`config.mk`:
```
export PLATFORM = sky130hd
export DESIGN_NAME = pampy_control_unit
export DESIGN_NICKNAME = d
export VERILOG_FILES = /design/src/rtl/pampy_pkg.sv /design/src/rtl/pampy_control_unit_depth.sv /design/src/rtl/pampy_control_unit.sv
export SDC_FILE = /design/constraint.sdc
export NUM_CORES = 1
export LEC_CHECK = 0
export BUFFER_PORTS_ARGS = -buffer_cell sky130_fd_sc_hd__buf_2
export CORE_ASPECT_RATIO = 2
export CORE_MARGIN = 4
export CORE_UTILIZATION = 56
export CTS_CLUSTER_DIAMETER = 100
export DETAILED_ROUTE_END_ITERATION = 7
export PLACE_DENSITY = 0.95
export SYNTH_ARGS = -nofsm -noshare
export SYNTH_HDL_FRONTEND = slang
export SYNTH_HIERARCHICAL = 1
export SYNTH_SLANG_ARGS = --single-unit
```
`constraint.sdc`:
```
create_clock -name clk -period 5.64 [get_ports clk]
set_input_delay 1.128 -clock clk [delete_from_list [all_inputs] [get_ports clk]]
set_output_delay 1.128 -clock clk [all_outputs]
set_load 0.005 [all_outputs]
```
`src/rtl/pampy_pkg.sv`:
```
// Shared constants for the pampy stack-machine control unit: opcodes, FSM
// state encodings, datapath mux encodings, error codes and the strobe bundle.
package pampy_pkg;

  // Opcodes (8-bit encodings; wider instruction words zero-extend them)
  localparam logic [7:0] OP_NOP        = 8'h00;
  localparam logic [7:0] OP_LOAD_CONST = 8'h01;
  localparam logic [7:0] OP_ALU_BASE   = 8'h10;  // 0x10..0x1F, low nibble = ALU op
  localparam logic [7:0] OP_JUMP       = 8'h20;
  localparam logic [7:0] OP_PJIF       = 8'h21;
  localparam logic [7:0] OP_CALL       = 8'h30;
  localparam logic [7:0] OP_RET        = 8'h31;
  localparam logic [7:0] OP_HALT       = 8'hFF;

  // FSM state encodings
  localparam int STATE_W = 5;
  localparam logic [4:0] S_IDLE      = 5'd0;
  localparam logic [4:0] S_FETCH_OP  = 5'd1;
  localparam logic [4:0] S_FETCH_ARG = 5'd2;
  localparam logic [4:0] S_DECODE    = 5'd3;
  localparam logic [4:0] S_PUSH      = 5'd4;
  localparam logic [4:0] S_POP1      = 5'd5;
  localparam logic [4:0] S_POP2      = 5'd6;
  localparam logic [4:0] S_EXEC_ALU  = 5'd7;
  localparam logic [4:0] S_JMP       = 5'd8;
  localparam logic [4:0] S_CMP       = 5'd9;
  localparam logic [4:0] S_COND      = 5'd10;
  localparam logic [4:0] S_CALL_PUSH = 5'd11;
  localparam logic [4:0] S_RET_POP   = 5'd12;
  localparam logic [4:0] S_RET_FN    = 5'd13;
  localparam logic [4:0] S_RET_PC    = 5'd14;
  localparam logic [4:0] S_RET_PUSH  = 5'd15;
  localparam logic [4:0] S_HALT      = 5'd16;

  // PC source mux
  localparam logic [1:0] PC_SEL_INC = 2'd0;
  localparam logic [1:0] PC_SEL_ARG = 2'd1;
  localparam logic [1:0] PC_SEL_FN  = 2'd2;

  // Operand-stack write-data mux
  localparam logic [1:0] STK_SEL_ULA = 2'd0;
  localparam logic [1:0] STK_SEL_ARG = 2'd1;
  localparam logic [1:0] STK_SEL_RET = 2'd2;
  localparam logic [1:0] STK_SEL_MEM = 2'd3;

  // TOS and function-stack pointer direction
  localparam logic TOS_INC = 1'b0;
  localparam logic TOS_DEC = 1'b1;
  localparam logic FN_INC  = 1'b0;
  localparam logic FN_DEC  = 1'b1;

  // Error codes (sticky until reset)
  localparam logic [1:0] ERR_NONE      = 2'd0;
  localparam logic [1:0] ERR_UNDERFLOW = 2'd1;
  localparam logic [1:0] ERR_OVERFLOW  = 2'd2;
  localparam logic [1:0] ERR_ILLEGAL   = 2'd3;

  // One cycle's worth of datapath controls
  typedef struct packed {
    logic       reg_instr;
    logic       reg_arg;
    logic       reg_pc;
    logic [1:0] mux_pc;
    logic       pc_updater;
    logic       reg_op1;
    logic       reg_op2;
    logic [3:0] ula;
    logic       stack_comp;
    logic       stack;
    logic       reg_tos;
    logic       mux_tos;
    logic [1:0] mux_stack;
    logic       stack_function;
    logic       reg_tos_function;
    logic       somador_subtrator;
    logic       reg_data_return;
  } ctrl_t;

  // States that push onto the operand stack
  function automatic logic is_push_state(logic [4:0] s);
    return (s == S_PUSH) || (s == S_EXEC_ALU) || (s == S_RET_PUSH);
  endfunction

  // States that pop from the operand stack
  function automatic logic is_pop_state(logic [4:0] s);
    return (s == S_POP1) || (s == S_POP2) || (s == S_CMP) || (s == S_RET_POP);
  endfunction

endpackage

```
`src/rtl/pampy_control_unit_depth.sv`:
```
// Operand-stack depth tracker: saturating up/down counter with empty/full flags.
module pampy_stack_depth #(
  parameter int ADDR_WIDTH = 12
) (
  input  logic                  clk_i,
  input  logic                  rst_i,
  input  logic                  inc_i,
  input  logic                  dec_i,
  output logic [ADDR_WIDTH-1:0] depth_o,
  output logic                  empty_o,
  output logic                  full_o
);

  localparam logic [ADDR_WIDTH-1:0] DEPTH_MAX = '1;
  localparam logic [ADDR_WIDTH-1:0] DEPTH_ONE = ADDR_WIDTH'(1);

  logic [ADDR_WIDTH-1:0] depth_q, depth_d;

  // Next depth: move by one, never past either end
  always_comb begin
    depth_d = depth_q;
    if (inc_i && !dec_i && (depth_q != DEPTH_MAX)) begin
      depth_d = depth_q + DEPTH_ONE;
    end else if (dec_i && !inc_i && (depth_q != '0)) begin
      depth_d = depth_q - DEPTH_ONE;
    end
  end

  // Depth register, cleared by reset
  always_ff @(posedge clk_i or posedge rst_i) begin
    if (rst_i) begin
      depth_q <= '0;
    end else begin
      depth_q <= depth_d;
    end
  end

  assign depth_o = depth_q;
  assign empty_o = (depth_q == '0);
  assign full_o  = (depth_q == DEPTH_MAX);

endmodule

```
`src/rtl/pampy_control_unit.sv`:
```
// Control FSM for the pampy stack datapath. Fetches opcode and argument,
// decodes, and issues one set of datapath strobes per cycle. Outputs decode
// the registered state (and registered depth flags) only; the single
// exception is COND, where the compare result from the datapath decides
// whether the jump strobes fire in that same cycle.
module pampy_control_unit
  import pampy_pkg::*;
#(
  parameter int DATA_WIDTH = 8,
  parameter int ADDR_WIDTH = 12
) (
  input  logic                  clk,
  input  logic                  reset,
  input  logic [DATA_WIDTH-1:0] reg_instr,
  input  logic                  stack_comp_out,
  input  logic                  reg_overflow_out,
  output logic                  ctrl_reg_instr,
  output logic                  ctrl_reg_arg,
  output logic                  ctrl_reg_pc,
  output logic [1:0]            sel_mux_pc,
  output logic                  sel_pc_updater,
  output logic                  ctrl_reg_op1,
  output logic                  ctrl_reg_op2,
  output logic [3:0]            sel_ula,
  output logic                  ctrl_stack_comp,
  output logic                  ctrl_stack,
  output logic                  ctrl_reg_tos,
  output logic                  sel_mux_tos,
  output logic [1:0]            sel_mux_stack,
  output logic                  ctrl_stack_function,
  output logic                  ctrl_reg_tos_function,
  output logic                  sel_somador_subtrator,
  output logic                  ctrl_reg_data_return,
  output logic                  halted,
  output logic [1:0]            error,
  output logic [STATE_W-1:0]    dbg_state,
  output logic [ADDR_WIDTH-1:0] dbg_depth
);

  localparam logic [DATA_WIDTH-5:0] ALU_TAG = (DATA_WIDTH-4)'(OP_ALU_BASE >> 4);

  logic [STATE_W-1:0] state_q, state_d;
  logic [1:0]         error_q, error_d;
  logic               depth_empty, depth_full;
  logic               push_ok, pop_ok;
  logic               is_alu;
  ctrl_t              ctrl;

  assign is_alu = (reg_instr[DATA_WIDTH-1:4] == ALU_TAG);

  // A push/pop state only takes effect when the stack has room/contents;
  // otherwise its strobes are withheld and the FSM aborts to HALT.
  assign push_ok = is_push_state(state_q) && !depth_full;
  assign pop_ok  = is_pop_state(state_q) && !depth_empty;

  pampy_stack_depth #(
    .ADDR_WIDTH(ADDR_WIDTH)
  ) u_depth (
    .clk_i  (clk),
    .rst_i  (reset),
    .inc_i  (push_ok),
    .dec_i  (pop_ok),
    .depth_o(dbg_depth),
    .empty_o(depth_empty),
    .full_o (depth_full)
  );

  // Next-state and error logic
  always_comb begin
    state_d = state_q;
    error_d = error_q;
    case (state_q)
      S_IDLE:      state_d = S_FETCH_OP;
      S_FETCH_OP:  state_d = S_FETCH_ARG;
      S_FETCH_ARG: state_d = S_DECODE;
      S_DECODE: begin
        if (reg_instr == DATA_WIDTH'(OP_NOP)) begin
          state_d = S_FETCH_OP;
        end else if (reg_instr == DATA_WIDTH'(OP_LOAD_CONST)) begin
          state_d = S_PUSH;
        end else if (is_alu) begin
          state_d = S_POP1;
        end else if (reg_instr == DATA_WIDTH'(OP_JUMP)) begin
          state_d = S_JMP;
        end else if (reg_instr == DATA_WIDTH'(OP_PJIF)) begin
          state_d = S_CMP;
        end else if (reg_instr == DATA_WIDTH'(OP_CALL)) begin
          state_d = S_CALL_PUSH;
        end else if (reg_instr == DATA_WIDTH'(OP_RET)) begin
          state_d = S_RET_POP;
        end else if (reg_instr == DATA_WIDTH'(OP_HALT)) begin
          state_d = S_HALT;
          error_d = ERR_NONE;
        end else begin
          state_d = S_HALT;
          error_d = ERR_ILLEGAL;
        end
      end
      S_PUSH, S_RET_PUSH: begin
        if (depth_full) begin
          state_d = S_HALT;
          error_d = ERR_OVERFLOW;
        end else begin
          state_d = S_FETCH_OP;
        end
      end
      S_POP1, S_POP2, S_CMP, S_RET_POP: begin
        if (depth_empty) begin
          state_d = S_HALT;
          error_d = ERR_UNDERFLOW;
        end else begin
          case (state_q)
            S_POP1:  state_d = S_POP2;
            S_POP2:  state_d = S_EXEC_ALU;
            S_CMP:   state_d = S_COND;
            default: state_d = S_RET_FN;
          endcase
        end
      end
      S_EXEC_ALU: begin
        // An ALU overflow still lets the result be pushed, then stops.
        if (depth_full || reg_overflow_out) begin
          state_d = S_HALT;
          error_d = ERR_OVERFLOW;
        end else begin
          state_d = S_FETCH_OP;
        end
      end
      S_JMP:       state_d = S_FETCH_OP;
      S_COND:      state_d = S_FETCH_OP;
      S_CALL_PUSH: state_d = S_JMP;
      S_RET_FN:    state_d = S_RET_PC;
      S_RET_PC:    state_d = S_RET_PUSH;
      S_HALT:      state_d = S_HALT;
      default:     state_d = S_IDLE;
    endcase
  end

  // State and sticky error registers
  always_ff @(posedge clk or posedge reset) begin
    if (reset) begin
      state_q <= S_IDLE;
      error_q <= ERR_NONE;
    end else begin
      state_q <= state_d;
      error_q <= error_d;
    end
  end

  // Per-state strobe decode
  always_comb begin
    ctrl = '0;
    case (state_q)
      S_FETCH_OP: begin
        ctrl.reg_instr  = 1'b1;
        ctrl.reg_pc     = 1'b1;
        ctrl.mux_pc     = PC_SEL_INC;
        ctrl.pc_updater = 1'b1;
      end
      S_FETCH_ARG: begin
        ctrl.reg_arg = 1'b1;
        ctrl.reg_pc  = 1'b1;
        ctrl.mux_pc  = PC_SEL_INC;
      end
      S_PUSH: begin
        if (push_ok) begin
          ctrl.stack     = 1'b1;
          ctrl.reg_tos   = 1'b1;
          ctrl.mux_tos   = TOS_INC;
          ctrl.mux_stack = STK_SEL_ARG;
        end
      end
      S_POP1: begin
        if (pop_ok) begin
          ctrl.reg_op1 = 1'b1;
          ctrl.reg_tos = 1'b1;
          ctrl.mux_tos = TOS_DEC;
        end
      end
      S_POP2: begin
        if (pop_ok) begin
          ctrl.reg_op2 = 1'b1;
          ctrl.reg_tos = 1'b1;
          ctrl.mux_tos = TOS_DEC;
        end
      end
      S_EXEC_ALU: begin
        ctrl.ula = reg_instr[3:0];
        if (push_ok) begin
          ctrl.stack     = 1'b1;
          ctrl.reg_tos   = 1'b1;
          ctrl.mux_tos   = TOS_INC;
          ctrl.mux_stack = STK_SEL_ULA;
        end
      end
      S_JMP: begin
        ctrl.reg_pc = 1'b1;
        ctrl.mux_pc = PC_SEL_ARG;
      end
      S_CMP: begin
        if (pop_ok) begin
          ctrl.stack_comp = 1'b1;
          ctrl.reg_tos    = 1'b1;
          ctrl.mux_tos    = TOS_DEC;
        end
      end
      S_COND: begin
        // Compare result is valid only now, one cycle after the latch strobe.
        if (!stack_comp_out) begin
          ctrl.reg_pc = 1'b1;
          ctrl.mux_pc = PC_SEL_ARG;
        end
      end
      S_CALL_PUSH: begin
        ctrl.stack_function    = 1'b1;
        ctrl.reg_tos_function  = 1'b1;
        ctrl.somador_subtrator = FN_INC;
      end
      S_RET_POP: begin
        if (pop_ok) begin
          ctrl.reg_data_return = 1'b1;
          ctrl.reg_tos         = 1'b1;
          ctrl.mux_tos         = TOS_DEC;
        end
      end
      S_RET_FN: begin
        ctrl.reg_tos_function  = 1'b1;
        ctrl.somador_subtrator = FN_DEC;
      end
      S_RET_PC: begin
        ctrl.reg_pc = 1'b1;
        ctrl.mux_pc = PC_SEL_FN;
      end
      S_RET_PUSH: begin
        if (push_ok) begin
          ctrl.stack     = 1'b1;
          ctrl.reg_tos   = 1'b1;
          ctrl.mux_tos   = TOS_INC;
          ctrl.mux_stack = STK_SEL_RET;
        end
      end
      default: ctrl = '0;
    endcase
  end

  assign ctrl_reg_instr        = ctrl.reg_instr;
  assign ctrl_reg_arg          = ctrl.reg_arg;
  assign ctrl_reg_pc           = ctrl.reg_pc;
  assign sel_mux_pc            = ctrl.mux_pc;
  assign sel_pc_updater        = ctrl.pc_updater;
  assign ctrl_reg_op1          = ctrl.reg_op1;
  assign ctrl_reg_op2          = ctrl.reg_op2;
  assign sel_ula               = ctrl.ula;
  assign ctrl_stack_comp       = ctrl.stack_comp;
  assign ctrl_stack            = ctrl.stack;
  assign ctrl_reg_tos          = ctrl.reg_tos;
  assign sel_mux_tos           = ctrl.mux_tos;
  assign sel_mux_stack         = ctrl.mux_stack;
  assign ctrl_stack_function   = ctrl.stack_function;
  assign ctrl_reg_tos_function = ctrl.reg_tos_function;
  assign sel_somador_subtrator = ctrl.somador_subtrator;
  assign ctrl_reg_data_return  = ctrl.reg_data_return;
  assign halted                = (state_q == S_HALT);
  assign error                 = error_q;
  assign dbg_state             = state_q;

endmodule
```
* After elaboration in Yosys (flattened, before gate mapping)
Cells that the tools add are included.
** Operators by class
- Divide/modulo/power cells :: 0
- Reductions and logical operators :: 27
- Shift-type cells :: 0
- Magnitude comparators :: 0
- Bitwise logic cells :: 0
- Equal/unequal tests :: 35
- Mux-type cells :: 45
- Multipliers :: 0
- $add $sub $neg :: 2
** Operator list (number)
- 5-bit 2-to-1 mux :: 13
- 5-bit case mux with 11 select lines :: 1
- 5-bit by 4-bit == test with 1-bit output, second input constant :: 8
- 8-bit by 6-bit == test with 1-bit output, second input constant :: 4
- 12-bit 2-to-1 mux :: 2
- 2-bit 2-to-1 mux :: 12
- 5-bit by 3-bit == test with 1-bit output, second input constant :: 4
- 2-bit != test, second input constant :: 8
- 2-bit case mux with 4 select lines :: 2
- 12-bit by 1-bit adder with 12-bit output, second input constant :: 1
- 12-bit == test, second input constant :: 1
- 12-bit logical NOT :: 1
- 12-bit != test, second input constant :: 1
- 3-bit case mux with 4 select lines :: 1
- 4-bit case mux with 3 select lines :: 1
- 12-bit nonzero test :: 1
- 12-bit by 1-bit subtractor with 12-bit output, second input constant :: 1
- 11-bit AND reduction :: 1
- 5-bit by 2-bit == test with 1-bit output, second input constant :: 2
- 8-bit by 1-bit == test with 1-bit output, second input constant :: 1
- 8-bit == test, second input constant :: 1
- 8-bit logical NOT :: 1
- 1-bit 2-to-1 mux :: 8
- 1-bit logical AND :: 6
- other kinds (17) :: 27
** Storage, ports and cells
- Memories kept :: 0
- Register bits after elaboration :: 19
- Memory bits (read-only) :: 0
- Latch bits :: 0
- Memory bits (writable) :: 0
- Input bits :: 12
- Output and inout bits :: 42
- Logic and storage cells :: 112

* Depth between registers and ports, before layout
Gate-level depths: netlist of the first run.
- Depth in word-level cells :: 10
- Gate-level depth with buffers :: 15
- Mapped depth without buffers :: 12

* Modules after synthesis
The synthesis of the first run kept the hierarchy.
** Modules (own cells, without submodules)
- pampy_stack_depth :: area an instance 997.2 sq um, cells an instance 114, seq. area each 300.3 sq um, instances 1
- pampy_control_unit :: area an instance 854.6 sq um, cells an instance 121, seq. area each 175.2 sq um, instances 1

* Worst setup path after synthesis of the first run
Ideal clock, no wire load.
- Path type :: flip-flop to flip-flop
- From :: reg u_depth.depth_q[0] (netlist: u_depth/depth_o[0])
- To :: reg u_depth.depth_q[10] (netlist: u_depth/depth_o[10])
- Data required time :: 5513 ps
- Setup slack :: 2333 ps
- Setup time :: 127 ps
- Stages on the path, launching flop included :: 15
- Buffers on the path :: 2
- Clock period less this slack :: 3307 ps
- Arrival time :: 3180 ps
- Cells stage by stage :: dfrtp_1 > nor4_1 > and3_1 > buf_6 > or2_2 > clkbuf_1 > nor2_1 > inv_1 > o311ai_2 > ha_1 > and2_1 > a221o_1 > a221oi_1 > xor2_1 > o21ai_0
** Between the ends
- Word-level cells in the longest chain between the ends :: 7
- Elaborated cells between the ends (all ways) :: 19
- Those cells by class :: add/sub (2); eq/ne (2); mux (2); reduce/logical (13)
** RTL lines
- start, declared :: RTL line pampy_control_unit_depth.sv:17 : logic [ADDR_WIDTH-1:0] depth_q, depth_d;
- start signal, assigned :: RTL line pampy_control_unit_depth.sv:34 : depth_q <= depth_d;
- 12-bit logical NOT (*) :: RTL line pampy_control_unit_depth.sv:39 : assign empty_o = (depth_q == '0);
- named net depth_empty :: RTL line pampy_control_unit.sv:44 : logic depth_empty, depth_full;
- 1-bit logical NOT (*) :: RTL line pampy_control_unit.sv:54 : assign pop_ok = is_pop_state(state_q) && !depth_empty;
- 1-bit logical AND (*) :: RTL line pampy_control_unit.sv:54
- named net pop_ok :: RTL line pampy_control_unit.sv:45 : logic push_ok, pop_ok;
- 1-bit logical NOT :: RTL line pampy_control_unit_depth.sv:22 : if (inc_i && !dec_i && (depth_q != DEPTH_MAX)) begin
- 1-bit logical AND (2 in a row) :: RTL line pampy_control_unit_depth.sv:22
- 12-bit 2-to-1 mux / 2-bit nonzero test (equally long branches)
Mark *: on every way through the listed nets, which the timed path passes. The rest lies on a longest branch. The select of a mux whose other input is x is not followed.
A chain may end at the register's enable or synchronous reset.

* Worst setup path after layout of the first run
- From :: reg u_depth.depth_q[0] (netlist: u_depth/depth_o[0])
- To :: reg u_depth.depth_q[10] (netlist: u_depth/depth_o[10])
** Between the ends
- Word-level cells in the longest chain between the ends :: 7
- Elaborated cells between the ends (all ways) :: 19
- Those cells by class :: add/sub (2); eq/ne (2); mux (2); reduce/logical (13)
** RTL lines
- 12-bit == test (*) :: RTL line pampy_control_unit_depth.sv:40 : assign full_o = (depth_q == DEPTH_MAX);
- named net depth_full :: RTL line pampy_control_unit.sv:44
- 1-bit logical NOT (*) :: RTL line pampy_control_unit.sv:53 : assign push_ok = is_push_state(state_q) && !depth_full;
- 1-bit logical AND (*) :: RTL line pampy_control_unit.sv:53
- 1-bit logical NOT :: RTL line pampy_control_unit_depth.sv:24 : end else if (dec_i && !inc_i && (depth_q != '0)) begin
- 1-bit logical AND (2 in a row) :: RTL line pampy_control_unit_depth.sv:24
- 2-bit nonzero test (no line)
Marked as above.

==> results of run 1 <==
==> cells in the final DEF (no fill, tap or decap), drive strengths merged, types with 9 or more instances in the layout <==
cell     n
nor3    13
nand2   18
nand2b  10
dfrtp   19
o21ai   14
nor4    10
nor2    20
a21oi   16
inv      9
buf     54
ha      10
==> worst register-to-register path: cells and delay by family (launching register included) <==
| family | cells | cell delay, ps |
|---|---|---|
| AND/OR/NAND/NOR | 4 | 1370 |
| AO/OA/AOI/OAI | 4 | 930 |
| flip-flops | 1 | 490 |
| adder cells (fa/ha/maj) | 1 | 310 |
| buffers and inverters | 1 | 260 |
| XOR/XNOR | 1 | 160 |
==> report_power, final <==
group / switching, uW / internal, uW / total (uW)
Combinational: 366 / 306 / 672
Clock: 49.9 / 49.3 / 99.3
Sequential: 117 / 184 / 301
==> path summary, 6_finish.rpt <==
| kind | from | end | depth (start not counted) |
|---|---|---|---|
| worst min register to register | error[1] | error[1] | 1 |
| worst min-delay path | error[1] | error[1] | 1 |
| min in group asynchronous | reset | error[1] | 2 |
| max in group asynchronous | reset | u_depth/depth_o[4] | 2 |
| worst max register to register | u_depth/depth_o[0] | u_depth/depth_o[10] | 11 |
| worst max-delay path | u_depth/depth_o[0] | u_depth/depth_o[10] | 11 |
==> kinds of logic (layout without fill, tap and decap cells) <==
kind of cell	count (synthesis)	count (layout)	synth area share, %
adder cells (fa/ha/maj)	11	11	7.84
AND/OR/NAND/NOR	102	102	29.7
XOR/XNOR	10	10	4.73
buffers and inverters	24	67	6.08
AO/OA/AOI/OAI	67	67	24.6
flip-flops	19	19	25.7
multiplexers	2	2	1.35
==> state kept, by name, summed over array words and instances, names as in the netlist <==
register         flops
error                2
u_depth/depth_o     12
dbg_state            5
==> through the flow <==
stage	worst slack, ps	std cells	area, um2
detailed placement	2100	305	2080
global route	1730	309	2130
global placement	2250	305	2080
CTS	2030	309	2130
finish	1970	309	2130
floorplan	2330	235	1850
==> area by class of cell <==
cell class | count | area (um2) | share of cell area (%)
Inverter | 9 | 33.8 | 1.59
Clock buffer | 3 | 41.3 | 1.94
Tap cell | 31 | 38.8 | 1.82
Sequential cell | 19 | 475 | 22.3
Clock inverter | 1 | 5.00 | 0.235
Multi-Input combinational cell | 192 | 1260 | 59.3
Timing Repair Buffer | 54 | 273 | 12.8
==> layer usage <==
metal / part of all wire, % / GRT usage (%) / wire, um
met3: 5.9 / 3.51 / 328
met2: 55 / 48.9 / 3040
met5: 0 / 0 / 0
met4: 3.9 / 16.2 / 218
met1: 35 / 27.9 / 1970
==> qor.csv, run 1 <==
stage;metric;value;unit
worst_setup_path;delay of the slowest cell on the worst path;750;ps
logic_synthesis;asr flop ratio synth;100;%
worst_setup_path;Crit path required time;5770;ps
clock_tree;H-tree depth;1;
clock_tree;Resized cells post-CTS;0;
power;peak supply drop;0.339;mV
placement;post-DP HPWL;4230;um
final_layout;Antenna Diode Count;0;
logic_synthesis;Post-synth top cells;nor2_1, dfrtp_1, nand2_1;
routing;Routed Antenna Nets;0;
global_routing;total global routing overflow;0;
sta;RSZ-0062 raised after global routing;no;
worst_setup_path;CP Max Fanout;15;
worst_setup_path;cell breakdown of the critical path;nand4_1, nor3_1, nor2_1, o311ai_2, buf_4, ha_1, and2_1, a221o_1, a221oi_1, xor2_1, o21ai_0;
floorplan;core area;3190;um2
worst_setup_path;Arr. time, crit path;3800;ps
placement;RePlAce Congestion;0.974;
floorplan;Cell Rows;29;
sta;Slew @ Worst Pin;860;ps
clock_tree;Clock Tree Buf Depth;2;
power;Total Power;1070;uW
logic_synthesis;synthesized area per cell;7.88;um2
logic_synthesis;Yosys reg bits;19;
logic_synthesis;register area share after synthesis;25.7;%
clock_tree;Clock Latency Late Sink;270;ps
clock_tree;CTS hold repair buffers;0;
routing;total number of vias;2059;
worst_setup_path;Critical Path End Type;flop;
worst_setup_path;flop-to-flop setup slack;1970;ps
status;status;finished, final reports clean;
routing;routed length per placed instance;18.0;um
floorplan;Die Footprint;4350;um2
flow_run;Max Cap Viol;0;
clock_tree;CTS buffer count;3;
worst_hold_path;Worst Hold Class;reg2reg;
sta;Fin Setup TNS;0;ps
global_routing;initial antenna violation count;0;
routing;Via density;6.66;
logic_synthesis;Cells after Synth;235;
final_layout;Nets;302;
placement;IO Port Bufs;53;
worst_setup_path;CP Buf/Inv Count;1;
clock_tree;clk root buf;clkbuf_8;
logic_synthesis;largest area contributor in the netlist;dfrtp_1;
final_layout;synth-to-layout area growth;15.1;%
global_routing;GRT Overall Usage;26.5;%
sta;Rel. slew slack;42.2;%
sta;Fin Hold WS;517;ps
logic_synthesis;top-area cell type share of the netlist area;25.7;%
logic_synthesis;Post-Syn Nets;258;
clock_tree;CTS sink cnt;19;
floorplan;Die Ht;89.3;um
routing;initial DRC count;106;
power;P per Cell Area;503;nW/um2
routing;routed wire length;5560;um
sta;final setup violation count;0;
floorplan;Initial Util;58.0;%
floorplan;chip width;48.7;um
worst_setup_path;CP delay by family, top;simple AND/OR/NAND/NOR gates;
clock_tree;Setup Buffers After CTS;0;
final_layout;Fillers;279;
logic_synthesis;Post-synth EDFFs;0;
logic_synthesis;Unique masters post-synth;58;
routing;drt pass-1 iters;4;
final_layout;final core occ;66.7;%
sta;final setup skew;5.33;ps
sta;highest clock rate;273;MHz
floorplan;I/O Pins;54;
worst_setup_path;critical path's slowest cell;nor3_1;
worst_setup_path;critical path type;reg2reg;
logic_synthesis;cell area after synthesis;1850;um2
global_routing;first-pass GRT wire length;9290;um
logic_synthesis;Syn. warnings;6;
final_layout;share of layout cells above drive strength 1;23.0;%
sta;minimum clock period;3670;ps
sta;Slew Viols, Final;0;
clock_tree;Clk pin slew, worst setup/hold paths;80;ps
global_routing;vias in the first global route;1959;
logic_synthesis;cell with the most instances after synthesis;nor2_1;
sta;Final Hold Fails;0;
sta;Final Cycle Share;65.1;%
routing;DRC Markers;0;
logic_synthesis;ranking of synthesized cells by area;dfrtp_1, ha_1, a21oi_1, nor2_1, nor3_1;
clock_tree;TritonCTS clock tree;yes;
power;P_leak;0.000988;uW
global_routing;largest net degree at the start of global routing;23;
worst_setup_path;Worst setup SP type;flop;
logic_synthesis;Post-synth top flop;dfrtp_1;
No activity file was read; power rests on OpenSTA's default activity.
==> run 2: changes to the inputs <==
--- a/config.mk
+++ b/config.mk
@@ -8,10 +8,10 @@
 export BUFFER_PORTS_ARGS = -buffer_cell sky130_fd_sc_hd__buf_2
 export CORE_ASPECT_RATIO = 2
 export CORE_MARGIN = 4
-export CORE_UTILIZATION = 56
+export CORE_UTILIZATION = 47
 export CTS_CLUSTER_DIAMETER = 100
 export DETAILED_ROUTE_END_ITERATION = 7
-export PLACE_DENSITY = 0.95
+export PLACE_DENSITY = 0.87
 export SYNTH_ARGS = -nofsm -noshare
 export SYNTH_HDL_FRONTEND = slang
 export SYNTH_HIERARCHICAL = 1
==> constraint.sdc (replaced) <==
create_clock -name clk -period 3.2 [get_ports clk]
set_input_delay 0.64 -clock clk [delete_from_list [all_inputs] [get_ports clk]]
set_output_delay 0.64 -clock clk [all_outputs]
set_load 0.005 [all_outputs]
==> run 2 against run 1 <==
Net effect: first-iteration DRC count fell by 9.4%; combinational power rose by 110%; via count rose by 3.4%; largest cell class unchanged; critical path depth fell by 1; maximum frequency rose by 20%; global-route usage fell by 3.4 points; count of clock-buffer cells in the layout rose by 1; clock skew fell by 1.6 ps; core utilization fell by 6.2 points.
==> qor.csv, run 2 (synthesis results as in run 1) <==
stage;metric;value;unit
sta;final setup violation count;0;
final_layout;share of layout cells above drive strength 1;29.4;%
global_routing;met3 usage;2.77;%
sta;Rel. slew slack;55.2;%
routing;total number of vias;2128;
worst_setup_path;Worst setup SP type;flop;
sta;highest clock rate;326;MHz
final_layout;final core occ;60.6;%
final_layout;synth-to-layout area growth;25.7;%
power;P per Cell Area;872;nW/um2
floorplan;Cell Rows;32;
worst_setup_path;Critical Path End Type;flop;
clock_tree;TritonCTS clock tree;yes;
placement;DP Cell Count;335;
routing;routed length per placed instance;17.4;um
final_layout;leading cell type in the layout, fill and taps excluded;buf_2;
sta;final setup skew;3.72;ps
clock_tree;clk root buf;clkbuf_8;
global_routing;first-pass GRT wire length;9160;um
final_layout;Fillers;389;
global_routing;GRT Overall Usage;23.1;%
clock_tree;CTS hold repair buffers;0;
clock_tree;H-tree depth;1;
routing;Via density;6.26;
floorplan;I/O Pins;54;
floorplan;Die Ht;96.8;um
global_routing;grt met1 use;25.1;%
power;Clock Power Share;8.5;%
power;Comb power frac;67.9;%
sta;Fin Hold WS;327;ps
power;switching power;992;uW
sta;minimum clock period;3070;ps
floorplan;chip width;52.4;um
final_layout;Antenna Diode Count;0;
global_routing;initial antenna violation count;0;
worst_setup_path;Crit path required time;3330;ps
routing;routed wire length;5920;um
floorplan;Die Footprint;5070;um2
global_routing;total global routing overflow;0;
clock_tree;Clk pin slew, worst setup/hold paths;70;ps
routing;initial DRC count;96;
status;status;finished, final reports clean;
sta;Final Cycle Share;95.9;%
floorplan;core area;3840;um2
global_routing;grt peak-use layer;met2;
power;Switching Share;48.9;%
clock_tree;Clock Tree Buf Depth;2;
global_routing;met2 Usage GRT;40.1;%
placement;IO Port Bufs;53;
placement;post-DP HPWL;4490;um
routing;Routed Antenna Nets;0;
final_layout;Nets;313;
power;P_int;1040;uW
sta;Final Hold Fails;0;
power;peak supply drop;0.617;mV
sta;Slew @ Worst Pin;667;ps
global_routing;largest net degree at the start of global routing;20;
worst_setup_path;critical path type;reg2reg;
sta;Slew Viols, Final;0;
power;P_leak;0.00104;uW
worst_setup_path;CP Buf/Inv Count;0;
worst_setup_path;cell breakdown of the critical path;nand4_1, nor3_1, nor2_2, o311ai_4, ha_4, and2_1, a221o_1, a221oi_2, xor2_1, o21ai_0;
clock_tree;Setup Buffers After CTS;0;
placement;RePlAce Congestion;0.977;
global_routing;vias in the first global route;1971;
floorplan;Initial Util;48.2;%
clock_tree;CTS buffer count;3;
worst_setup_path;CP delay by family, top;simple AND/OR/NAND/NOR gates;
final_layout;fin cells;340;
final_layout;most frequent cells in the layout;buf_2, nor2_1, nand2_1, dfrtp_1, a21oi_1;
worst_setup_path;critical path's slowest cell;dfrtp_1;
worst_setup_path;CP Max Fanout;7;
clock_tree;Clock Latency Late Sink;260;ps
power;Flop pwr share;23.6;%
worst_setup_path;Arr. time, crit path;3200;ps
worst_hold_path;Worst Hold Class;in2async;
worst_setup_path;delay of the slowest cell on the worst path;480;ps
flow_run;Max Cap Viol;0;
routing;DRC Markers;0;
clock_tree;CTS sink cnt;19;
final_layout;max reg flops;12;
routing;drt pass-1 iters;5;
==> run 2: cell count changes in the layout (fill, tap and decap cells not counted), sizes merged <==
cell,delta
buf,+10
clkbuf,+1
clkinv,-1
o311ai,+1
==> run 2: layer usage <==
layer  wire length (um)  vias up
li1                   -      988
met1               2100      993
met2               3060      110
met3                348       37
met4                412        0
met5                  0        -
==> run 2: final cells by class <==
| class | count | area (um2) | area share, % |
|---|---|---|---|
| multi-input combinational | 193 | 1360 | 58.4 |
| sequential | 19 | 478 | 20.5 |
| clock buffer | 4 | 45.0 | 1.93 |
| inverter | 9 | 33.8 | 1.45 |
| tap | 51 | 63.8 | 2.74 |
| timing repair buffer | 64 | 348 | 14.9 |
==> run 2: what timing repair did <==
item	CTS	global route
endpoints found under the setup margin	0	5
resized for setup	0	12
endpoints found under the hold margin	0	0
==> run 2: path summary, 6_finish.rpt <==
kind	startpoint	end	slack [ps]	cells past startpoint
max	u_depth/depth_o[11]	u_depth/depth_o[10]	130	10
min	reset	dbg_state[0]	330	2
max reg2reg	u_depth/depth_o[11]	u_depth/depth_o[10]	130	10
min reg2reg	error[1]	error[1]	520	1
max in group asynchronous	reset	u_depth/depth_o[0]	2450	2
min in group clk	error[1]	error[1]	520	1
==> run 2: per-stage QoR <==
stage / instance area [um2] / TNS (ps) / setup WS (ps) / total power, uW
3_5_place_dp: 2190 / 0 / 135 / 1730
5_1_grt: 2330 / -46.1 / -22.8 / 2180
3_3_place_gp: 2190 / 0 / 245 / 1690
4_1_cts: 2240 / 0 / 129 / 1900
6_report: 2330 / 0 / 131 / 2030
2_1_floorplan: 1860 / 0 / 10.6 / 1360
==> run 2: power by group through the flow <==
stage               clock network (uW)  logic [uW]  registers, uW
finish                             173        1380            478
global route                       186        1510            493
CTS                                174        1260            466
detailed placement                   0        1260            468
global placement                     0        1230            463
floorplan                            0         939            426
==> run 3: changes to the inputs <==
--- a/config.mk
+++ b/config.mk
@@ -10,7 +10,9 @@
 export CORE_MARGIN = 4
 export CORE_UTILIZATION = 47
 export CTS_CLUSTER_DIAMETER = 100
+export CTS_CLUSTER_SIZE = 30
 export DETAILED_ROUTE_END_ITERATION = 7
+export MAX_ROUTING_LAYER = met4
 export PLACE_DENSITY = 0.87
 export SYNTH_ARGS = -nofsm -noshare
 export SYNTH_HDL_FRONTEND = slang
==> run 3 against run 2 <==
Net effect: maximum frequency shrank 2.4%; sequential cell count unchanged; global-route usage up 1.1 points; first-iteration DRC count up 66%; highest routed layer unchanged; critical endpoint unchanged; worst hold slack lost 20 ps.
==> qor.csv, run 3 (synthesis results as in run 1) <==
stage;metric;value;unit
placement;post-DP HPWL;4570;um
clock_tree;Clock Tree Buf Depth;2;
sta;Slew Viols, Final;0;
worst_setup_path;CP Max Fanout;6;
routing;routed length per placed instance;17.5;um
routing;initial DRC count;159;
power;P per Cell Area;876;nW/um2
floorplan;chip width;52.4;um
final_layout;Nets;314;
flow_run;Max Cap Viol;0;
global_routing;GRT Overall Usage;24.2;%
sta;Slew @ Worst Pin;676;ps
clock_tree;clk root buf;clkbuf_8;
global_routing;largest net degree at the start of global routing;20;
sta;highest clock rate;318;MHz
placement;IO Port Bufs;53;
worst_hold_path;Worst Hold Class;in2async;
placement;RePlAce Congestion;0.995;
clock_tree;TritonCTS clock tree;yes;
global_routing;first-pass GRT wire length;9340;um
worst_setup_path;critical path type;reg2reg;
power;Total Power;2040;uW
routing;Routed Antenna Nets;0;
routing;routed wire length;5970;um
sta;Rel. slew slack;54.6;%
clock_tree;CTS hold repair buffers;0;
sta;Final Hold Fails;0;
floorplan;Die Ht;96.8;um
clock_tree;Clock Latency Late Sink;260;ps
sta;final setup violation count;0;
floorplan;Die Footprint;5070;um2
worst_setup_path;Critical Path End Type;flop;
status;status;finished, final reports clean;
worst_setup_path;Worst setup SP type;flop;
clock_tree;Clk pin slew, worst setup/hold paths;80;ps
routing;DRC Markers;0;
global_routing;vias in the first global route;2065;
final_layout;most frequent cells in the layout;buf_2, nor2_1, nand2_1, dfrtp_1, a21oi_1;
power;peak supply drop;0.709;mV
worst_setup_path;Worst Reg-to-Reg Cells;12;
worst_setup_path;RR Startpoint;u_depth/depth_o[7];
sta;minimum clock period;3150;ps
floorplan;I/O Pins;54;
sta;final setup margin;54.4;ps
clock_tree;H-tree depth;1;
worst_setup_path;Crit path required time;3330;ps
final_layout;Antenna Diode Count;0;
global_routing;initial antenna violation count;0;
routing;drt pass-1 iters;4;
floorplan;Initial Util;48.2;%
global_routing;total global routing overflow;0;
final_layout;share of layout cells above drive strength 1;30.0;%
routing;total number of vias;2128;
final_layout;leading cell type in the layout, fill and taps excluded;buf_2;
sta;final setup skew;5.01;ps
power;P_leak;0.00105;uW
final_layout;max reg flops;12;
final_layout;synth-to-layout area growth;25.8;%
placement;Place WS;56.2;ps
worst_setup_path;flop-to-flop setup slack;50;ps
worst_setup_path;Reg-to-Reg End;u_depth/depth_o[10];
worst_setup_path;critical path launch point;u_depth/depth_o[7];
floorplan;core area;3840;um2
clock_tree;CTS sink cnt;19;
floorplan;Cell Rows;32;
sta;Final Cycle Share;98.3;%
clock_tree;CTS buffer count;3;
routing;Via density;6.24;
worst_setup_path;Arr. time, crit path;3270;ps
sta;RSZ-0062 raised after global routing;yes;
## run 3: cell types whose count changed in the layout (fill, tap and decap cells not counted), sizes merged
| cell | previous run | this run |
|---|---|---|
| buf | 64 | 65 |
| clkbuf | 4 | 3 |
| clkinv | 0 | 1 |
## run 3: stage by stage
step                area, um2  utilization [%]  hold slack, ps  setup TNS (ps)  instances
finish                   2330             60.6             307               0        341
global route             2330             60.6             330            -312        341
CTS                      2240             58.3             319               0        339
detailed placement       2190             57.1             500               0        335
global placement         2190             57.1             495               0        335
floorplan                1860                -             443               0        235
## run 3: timing repair
item / 4_1_cts / 5_1_grt
buffers inserted: 0 / 1
resized for setup: 0 / 12
endpoints found under the setup margin: 0 / 5
## run 3: routing by layer
layer  part of all wire (%)  track usage [%]
met1                     34             25.0
met2                     55             41.1
met3                    6.0             2.31
met4                    5.6             16.1
met5                      0                -
## run 3: worst max-delay path by stage
| stage | slack [ps] | to | cells after the start |
|---|---|---|---|
| after global placement | 240 | u_depth/depth_o[10] | 12 |
| after floorplan | 10 | u_depth/depth_o[10] | 14 |
| after detailed placement | 60 | u_depth/depth_o[10] | 12 |
| final | 50 | u_depth/depth_o[10] | 12 |
| after CTS | 40 | u_depth/depth_o[10] | 12 |
| after global routing | -100 | u_depth/depth_o[9] | 10 |
## run 3: final cells by class
type | instances | area (um2)
inverter | 9 | 33.8
sequential | 19 | 478
multi-input combinational | 193 | 1350
clock buffer | 3 | 41.3
clock inverter | 1 | 5.00
fill | 356 | 1510
tap | 51 | 63.8
timing repair buffer | 65 | 355
## run 3: power breakdown
part / internal, uW / total (uW) / switching (uW) / leakage, uW
clock network: 86.9 / 176 / 89.1 / 0.0000255
logic: 626 / 1380 / 754 / 0.000788
registers: 327 / 484 / 157 / 0.000236
total: 1040 / 2040 / 1000 / 0.00105
## run 3: critical path, stage by stage (launching register included)
cell,delay (ps)
dfrtp_1,510
nor4_2,90
and3_1,210
or2_2,280
nor2_1,190
inv_1,130
o311ai_2,180
ha_4,310
and2_1,170
a221o_1,350
a221oi_2,290
xor2_1,190
o21ai_0,100
